**config.mk**
```make
export PLATFORM = sky130hd
export DESIGN_NAME = if_id_stage
export DESIGN_NICKNAME = d
export VERILOG_FILES = /design/src/rtl/if_id_stage_pkg.sv /design/src/rtl/if_id_stage_pc_reg.sv /design/src/rtl/if_id_stage.sv
export SDC_FILE = /design/constraint.sdc
export NUM_CORES = 1
export LEC_CHECK = 0
export BUFFER_PORTS_ARGS = -buffer_cell sky130_fd_sc_hd__buf_2
export CAP_MARGIN = 20
export CORE_ASPECT_RATIO = 1.1
export CORE_UTILIZATION = 39
export DETAILED_ROUTE_END_ITERATION = 6
export PLACE_DENSITY = 0.7
export SYNTH_ARGS = -nofsm -noshare
export SYNTH_HDL_FRONTEND = slang
export SYNTH_SLANG_ARGS = --single-unit
export TNS_END_PERCENT = 20
```
**constraint.sdc**
```tcl
create_clock -name clk -period 4.4 [get_ports clk]
set_clock_uncertainty 0.15 [all_clocks]
set_input_delay 0 -clock clk [delete_from_list [all_inputs] [get_ports clk]]
set_output_delay 0 -clock clk [all_outputs]
set_load 0.005 [all_outputs]
```
**src/rtl/if_id_stage_pkg.sv**
```systemverilog
// if_id_stage_pkg: instruction field positions, FSM encoding and default halt opcode for if_id_stage.
package if_id_stage_pkg;
  localparam int OPCODE_HI = 31;
  localparam int OPCODE_LO = 26;
  localparam int RS_HI = 25;
  localparam int RS_LO = 21;
  localparam int RT_HI = 20;
  localparam int RT_LO = 16;
  localparam int IMM_HI = 15;
  localparam int IMM_LO = 0;
  localparam logic [5:0] HALT_OP_DEFAULT = 6'b111111;
  typedef enum logic [1:0] {BOOT = 2'd0, RUN = 2'd1, HALT = 2'd2} state_t;
endpackage

```
**src/rtl/if_id_stage_pc_reg.sv**
```systemverilog
// pc_reg: program counter with priority rst > load > hold > increment, wrapping modulo 2^ADDR_W.
module pc_reg #(
  parameter int ADDR_W = 32,
  parameter logic [ADDR_W-1:0] RESET_PC = '0,
  parameter int PC_STEP = 4
) (
  input  logic              clk,
  input  logic              rst,
  input  logic              load,
  input  logic              hold,
  input  logic [ADDR_W-1:0] target,
  output logic [ADDR_W-1:0] pc
);
  always_ff @(posedge clk or posedge rst)
    if (rst) pc <= RESET_PC;
    else if (load) pc <= target;
    else if (!hold) pc <= pc + ADDR_W'(PC_STEP);
endmodule

```
**src/rtl/if_id_stage.sv**
```systemverilog
// if_id_stage: PC owner and IF/ID pipeline register with stall, branch flush and terminal HALT.
// Optional IFID_PERF_CNT_EN adds saturating retired_cnt/stall_cnt outputs.
module if_id_stage
  import if_id_stage_pkg::*;
#(
  parameter int ADDR_W = 32,
  parameter logic [ADDR_W-1:0] RESET_PC = '0,
  parameter int PC_STEP = 4,
  parameter logic [5:0] HALT_OPCODE = HALT_OP_DEFAULT
) (
  input  logic              clk,
  input  logic              rst,
  input  logic              stall,
  input  logic              br_taken,
  input  logic [ADDR_W-1:0] br_target,
  input  logic [31:0]       imem_data,
  output logic [ADDR_W-1:0] imem_addr,
  output logic              id_valid,
  output logic [5:0]        id_opcode,
  output logic [4:0]        id_rs,
  output logic [4:0]        id_rt,
  output logic [15:0]       id_imm16,
  output logic [ADDR_W-1:0] id_pc4,
  output logic              halted
`ifdef IFID_PERF_CNT_EN
  ,
  output logic [31:0]       retired_cnt,
  output logic [31:0]       stall_cnt
`endif
);
  state_t state, state_nx;
  logic run, latch, is_halt;
  logic [ADDR_W-1:0] pc;
  assign run = state == RUN;
  assign latch = run && !br_taken && !stall;
  assign is_halt = imem_data[OPCODE_HI:OPCODE_LO] == HALT_OPCODE;
  assign imem_addr = pc;
  assign halted = state == HALT;
  always_comb
    state_nx = state == BOOT ? RUN : (latch && is_halt) ? HALT : state;
  always_ff @(posedge clk or posedge rst)
    if (rst) state <= BOOT;
    else state <= state_nx;
  // a latched halt instruction keeps the PC pointing at itself
  pc_reg #(.ADDR_W(ADDR_W), .RESET_PC(RESET_PC), .PC_STEP(PC_STEP)) u_pc (
    .clk(clk),
    .rst(rst),
    .load(run && br_taken),
    .hold(!latch || is_halt),
    .target(br_target),
    .pc(pc)
  );
  always_ff @(posedge clk or posedge rst)
    if (rst) begin
      id_valid <= 1'b0;
      id_opcode <= '0;
      id_rs <= '0;
      id_rt <= '0;
      id_imm16 <= '0;
      id_pc4 <= '0;
    end else if (latch) begin
      id_valid <= 1'b1;
      id_opcode <= imem_data[OPCODE_HI:OPCODE_LO];
      id_rs <= imem_data[RS_HI:RS_LO];
      id_rt <= imem_data[RT_HI:RT_LO];
      id_imm16 <= imem_data[IMM_HI:IMM_LO];
      id_pc4 <= pc + ADDR_W'(PC_STEP);
    end else if ((run && br_taken) || halted) id_valid <= 1'b0;
`ifdef IFID_PERF_CNT_EN
  always_ff @(posedge clk or posedge rst)
    if (rst) begin
      retired_cnt <= '0;
      stall_cnt <= '0;
    end else begin
      retired_cnt <= (latch && retired_cnt != '1) ? retired_cnt + 32'd1 : retired_cnt;
      stall_cnt <= (run && stall && !br_taken && stall_cnt != '1) ? stall_cnt + 32'd1 : stall_cnt;
    end
`endif
endmodule
```
==> flow_summary.yaml, run 1 <==
status:
  status: "finished, final reports clean"
setup_path:
  worstReg2RegEnd: "u_pc.pc[6]$_DFFE_PP0P_"
  r2r_start: "state[1]$_DFFE_PP0P_"
  crit_required_ns: 4.49
  critical_path.endpoint: "u_pc.pc[6]$_DFFE_PP0P_"
  reg2reg_setup_slack_ns: 1.77
  worst-setup-path-type: "flip-flop to flip-flop"
  crit_fanout: 47
  setup.worst_path.end_class: "flip-flop"
  r2r_cells: 5
  cp_data_arrival_time_ns: 2.72
  start_kind: "flip-flop"
  crit_start: "state[1]$_DFFE_PP0P_"
job:
  timing.max_cap.violations: 0
route:
  first_iter_violations: 372
  routed_wl_um: 14600
  firstDrtPassIters: 5
  routed_via_density: 5.26
  drc: 0
  drtAntennaViolNets: 0
  vias: 4747
  wl_per_cell_um: 16.2
timing:
  worst_slew_pin_slew_ns: 0.854
  finalCritPeriodShare_pct: 59.7
  rsz0062_at_grt: "false"
  max_freq_mhz: 381
  setup_viol: 0
  fin_setup_tns_ns: 0
  relSlewSlack_pct: 42.9
  post-route-min-period_ns: 2.63
  slew_violations: 0
  hold_viol_final: 0
floorplanning:
  row_count: 42
  fp.dieH_um: 119
  boundaryPins: 166
  core-area_mm2: 0.0120
  start_util_pct: 40.1
  die_area_mm2: 0.0128
  fp.dieW_um: 108
clocking:
  clkSinkCount: 99
  ctsResizeCount: 0
  hold_buffers: 66
  clk_pin_slew_worst_paths_ns: 0.07
  clock_latency_ns: 0.35
  clk_path_buf_depth: 2
  htree_levels: 3
  numCtsBuffers: 9
  post-cts-setup-buffer-count: 0
  clockRootBuffer: "clkbuf_16"
  cts_tree: "done"
synthesis:
  ys_warn_count: 0
  synth_nets: 596
  synth_cells: 527
  ys_types: 51
  synth-seq-cells: 99
  synth_flop_cell: "dfrtp_1"
  synth_edf_count: 0
  async_flop_share_pct: 100
  ys_seq_area_share_pct: 51.4
  synth.avg_cell_area_um2: 9.15
  netlist_area_mm2: 0.00482
power_and_ir_drop:
  power_leakage_uw: 0.00329
  ir_drop_v: 0.000222
  power_density_mw_per_mm2: 384
final_layout:
  fin_cells: 902
  synthToLayoutAreaGrowth_pct: 40.7
  antenna_cells: 0
  final_layout_size_suffix_gt1_share_pct: 27.0
  nNetsFinal: 813
global_routing:
  grt_overflow: 0
  grt_first_pass_wirelength_um: 23400
  first_global_vias: 4607
  antenna_found_initial: 0
  grt_usage_pct: 23.8
  grt_max_degree: 60
min_path:
  min_path_type: "input port to flip-flop"
placement:
  gp_congestion: 0.786
  place.detailed.hpwl_um: 9800
  io_buffers: 165
  dp_cells: 819
how the worst min path moves through the flow:
stage / to / cells after the start / from
3_5_place_dp: id_imm16[8]$_DFFE_PP0P_ / 2 / rst
6_report: u_pc.pc[8]$_DFFE_PP0P_ / 4 / br_taken
4_1_cts: u_pc.pc[0]$_DFFE_PP0P_ / 4 / br_taken
2_1_floorplan: id_imm16[0]$_DFFE_PP0P_ / 2 / imem_data[0]
5_1_grt: u_pc.pc[8]$_DFFE_PP0P_ / 4 / br_taken
3_3_place_gp: id_imm16[1]$_DFFE_PP0P_ / 2 / rst
synthesized netlist by cell type, types with 2 or more instances:
cell type / number / area [µm²]
o211ai_1: 2 / 15.0
a21o_1: 6 / 45.0
nor3_1: 7 / 35.0
o31ai_1: 2 / 15.0
a211o_1: 2 / 17.5
a221o_1: 10 / 100
o21a_1: 3 / 22.5
a31oi_1: 5 / 31.3
xor2_1: 8 / 70.1
nand2b_1: 2 / 12.5
o311ai_1: 7 / 61.3
o211a_1: 2 / 20.0
buf_2: 8 / 40.0
nor4_4: 2 / 42.5
nand3_4: 2 / 35.0
clkbuf_1: 21 / 78.8
nand3_1: 7 / 35.0
nor2_1: 24 / 90.1
and4_1: 7 / 61.3
o21ai_0: 38 / 190
xnor2_1: 20 / 175
nand2_1: 169 / 634
a21oi_1: 10 / 50.1
nor4_2: 2 / 25.0
nand4_1: 7 / 43.8
o41ai_1: 2 / 17.5
dfrtp_1: 99 / 2480
o21ai_1: 11 / 55.1
and2_1: 3 / 18.8
nor3b_1: 3 / 22.5
nor4_1: 7 / 43.8
and3_1: 5 / 31.3
inv_1: 5 / 18.8
nor2b_1: 2 / 12.5
metrics by stage:
step / utilization [%] / power [µW] / instance area, µm² / setup WS, ns / hold WS, ns
2_1_floorplan: - / 1460 / 4820 / 1.66 / -0.0446
3_3_place_gp: 47.8 / 1700 / 5750 / 1.87 / 0.0252
3_5_place_dp: 48.0 / 1720 / 5770 / 1.77 / 0.0461
4_1_cts: 56.1 / 2620 / 6750 / 1.76 / 0.101
5_1_grt: 56.4 / 2730 / 6780 / 1.56 / 0.0598
6_report: 56.4 / 2600 / 6780 / 1.77 / 0.0299
placed cells by master, fill, tap and decap left out, drive strengths merged, types with 2 or more instances in the layout:
master / synthesis / layout
clkinvlp: 0 / 2
bufinv: 0 / 2
o41ai: 2 / 2
nand2: 169 / 169
o21a: 3 / 3
nor2b: 2 / 2
nand3: 10 / 10
o211a: 2 / 2
nor3b: 3 / 3
a221o: 10 / 10
a211o: 2 / 2
and2: 3 / 3
nor3: 8 / 8
nand4: 8 / 8
buf: 9 / 170
and3: 5 / 5
xor2: 8 / 8
o311ai: 7 / 7
a21o: 6 / 6
a21oi: 10 / 10
clkbuf: 22 / 11
o31ai: 2 / 2
o211ai: 3 / 3
xnor2: 20 / 20
dlygate4sd3: 0 / 67
nor2: 25 / 25
o21ai: 49 / 49
nor4: 11 / 11
a31oi: 5 / 5
inv: 5 / 5
nand2b: 2 / 2
dfrtp: 99 / 99
and4: 7 / 7
cells by family (layout without fill, tap and decap cells):
kind of cell               Yosys count  in the layout  synth area share [%]
xor gates and xnor gates            28             28                  5.09
DFF                                 99             99                  51.4
and+or+nand+nor                    256            256                  25.5
AOI/OAI and AO/OA                  107            107                  14.6
buffers and inverters               36            257                  3.11
adders and majority gates            1              1                 0.259
power breakdown:
| part | switching, µW | internal (µW) |
|---|---|---|
| clock | 336 | 511 |
| sequential | 135 | 1050 |
| combinational | 297 | 279 |
routing by layer:
| layer | wire length, µm | up-vias | GRT usage [%] | share of wire (%) |
|---|---|---|---|---|
| met1 | 6190 | 2270 | 31.4 | 42 |
| li1 | - | 2259 | - | - |
| met3 | 755 | 48 | 4.19 | 5.2 |
| met5 | 0 | - | 0 | 0 |
| met4 | 674 | 0 | 13.7 | 4.6 |
| met2 | 6980 | 170 | 36.6 | 48 |
final cells by class:
class / count / area (µm²)
clock buffer: 11 / 243
timing repair buffer: 237 / 1570
fill: 1025 / 5250
tap: 154 / 193
sequential: 99 / 2480
multi-input combinational: 392 / 2210
inverter: 5 / 21.3
clock inverter: 4 / 75.1
critical path: stages, from the launching register on:
cell,delay (ns)
dfrtp_1,0.43
nor2b_1,0.35
nand2_2,0.53
nor2_1,0.71
a21oi_1,0.14
o21a_1,0.20
(Power assumes the default switching activity.)
==> inputs of run 2 (changes only) <==
--- a/config.mk
+++ b/config.mk
@@ -10,7 +10,7 @@
 export CORE_ASPECT_RATIO = 1.1
 export CORE_UTILIZATION = 39
 export DETAILED_ROUTE_END_ITERATION = 6
-export PLACE_DENSITY = 0.7
+export PLACE_DENSITY = 0.72
 export SYNTH_ARGS = -nofsm -noshare
 export SYNTH_HDL_FRONTEND = slang
 export SYNTH_SLANG_ARGS = --single-unit
==> constraint.sdc (replaced) <==
create_clock -name clk -period 2.37 [get_ports clk]
set_clock_uncertainty 0.15 [all_clocks]
set_input_delay 0 -clock clk [delete_from_list [all_inputs] [get_ports clk]]
set_output_delay 0 -clock clk [all_outputs]
set_load 0.005 [all_outputs]
==> run 2 against run 1 <==
Net effect:
- via count up 2.1%
- utilization up 0.49 points
- routed wire length up 2.8%
- largest power group unchanged
- highest routed layer unchanged
==> flow_summary.yaml, run 2 (synthesis gave the netlist of run 1 again) <==
floorplanning:
  core-area_mm2: 0.0120
  row_count: 42
  boundaryPins: 166
  die_area_mm2: 0.0128
  start_util_pct: 40.1
  fp.dieH_um: 119
  fp.dieW_um: 108
placement:
  place.detailed.hpwl_um: 10100
  gp_congestion: 0.852
  dp_cells: 831
  dpl_cell_area_mm2: 0.00586
  io_buffers: 165
setup_path:
  r2r_start: "u_pc.pc[14]$_DFFE_PP0P_"
  setup.worst_path.end_class: "flip-flop"
  worst-setup-path-type: "flip-flop to flip-flop"
  crit_fanout: 8
  start_kind: "flip-flop"
  r2r_cells: 5
  worstReg2RegEnd: "u_pc.pc[31]$_DFFE_PP0P_"
  cp_data_arrival_time_ns: 2.37
  reg2reg_setup_slack_ns: 0.09
  crit_required_ns: 2.45
clocking:
  clock_latency_ns: 0.35
  clk_pin_slew_worst_paths_ns: 0.07
  clockRootBuffer: "clkbuf_16"
  post-cts-setup-buffer-count: 0
  clkSinkCount: 99
  clk_path_buf_depth: 2
  numCtsBuffers: 9
  cts_tree: "done"
  htree_levels: 3
route:
  routed_wl_um: 15000
  drc: 0
  wl_per_cell_um: 16.5
  firstDrtPassIters: 5
  drtAntennaViolNets: 0
  routed_via_density: 5.32
  vias: 4846
  first_iter_violations: 321
global_routing:
  first_global_vias: 4848
  grt_first_pass_wirelength_um: 23800
  antenna_found_initial: 0
  grt_max_degree: 100
  grt_overflow: 0
  grt_usage_pct: 23.9
timing:
  finalCritPeriodShare_pct: 96.4
  setup_viol: 0
  holdWs_ns: 0.0376
  slew_violations: 0
  worst_slew_pin_slew_ns: 1.02
  hold_viol_final: 0
  relSlewSlack_pct: 32.1
  fin_setup_tns_ns: 0
  rsz0062_at_grt: "false"
  post-route-min-period_ns: 2.28
  max_freq_mhz: 438
power_and_ir_drop:
  power_density_mw_per_mm2: 710
  power_leakage_uw: 0.00333
  ir_drop_v: 0.000364
min_path:
  hold_depth: 3
  hold_path_end: "u_pc.pc[31]$_DFFE_PP0P_"
  min_path_type: "input port to flip-flop"
  hp-start: "br_taken"
final_layout:
  nNetsFinal: 823
  utilization_pct: 56.9
  final_layout_size_suffix_gt1_share_pct: 28.3
  layout_commonest_cell: "nand2_1"
  antenna_cells: 0
  final_cell_mix: "nand2_1, buf_2, dfrtp_1"
  final_area_mm2: 0.00684
  fin_cells: 911
  synthToLayoutAreaGrowth_pct: 41.9
job:
  timing.max_cap.violations: 0
status:
  status: "finished, final reports clean"
==> run 2: metrics by stage <==
step | setup WS [ns] | power [µW]
2_1_floorplan | 0.351 | 2700
3_3_place_gp | 0.239 | 3170
3_5_place_dp | 0.151 | 3220
4_1_cts | 0.0805 | 4870
5_1_grt | 0.00870 | 5100
6_report | 0.0857 | 4860
==> run 2: worst max-delay path by stage <==
| stage | from | slack, ns | end |
|---|---|---|---|
| floorplan | u_pc.pc[2]$_DFFE_PP0P_ | 0.35 | u_pc.pc[26]$_DFFE_PP0P_ |
| global placement | u_pc.pc[19]$_DFFE_PP0P_ | 0.24 | u_pc.pc[31]$_DFFE_PP0P_ |
| detailed placement | u_pc.pc[4]$_DFFE_PP0P_ | 0.15 | u_pc.pc[21]$_DFFE_PP0P_ |
| CTS | imem_data[29] | 0.08 | u_pc.pc[9]$_DFFE_PP0P_ |
| global route | u_pc.pc[19]$_DFFE_PP0P_ | 0.009 | u_pc.pc[31]$_DFFE_PP0P_ |
| finish | u_pc.pc[14]$_DFFE_PP0P_ | 0.09 | u_pc.pc[31]$_DFFE_PP0P_ |
==> run 2: area by class of cell <==
cell class	count	area [µm²]
Fill cell	1071	5190
Tap cell	154	193
Multi-Input combinational cell	393	2220
Sequential cell	99	2480
Timing Repair Buffer	246	1610
Clock buffer	10	239
Clock inverter	4	76.3
Inverter	5	22.5
==> run 2: power breakdown <==
part | internal [µW] | switching, µW
Sequential | 1940 | 241
Combinational | 530 | 571
Clock | 944 | 632
Total | 3420 | 1440
==> run 2: timing repair <==
item	in CTS	in global routing
endpoints found under the hold margin	163	0
gates resized for setup	0	1
hold buffers	65	0
setup endpoints to repair	0	11
==> run 2: worst max-delay path, stage by stage, from the launching register on <==
cell	delay (ns)
dfrtp_1	0.53
nand4_2	0.23
nor4_2	0.52
and4_1	0.36
a21oi_1	0.09
a211o_1	0.29
==> run 2: layer usage <==
layer / share of wire (%) / vias to the layer above / GRT usage (%)
met1: 42 / 2331 / 30.5
met2: 48 / 185 / 37.9
li1: - / 2274 / -
met4: 4.8 / 0 / 14.8
met3: 4.9 / 56 / 3.42
met5: 0 / - / 0
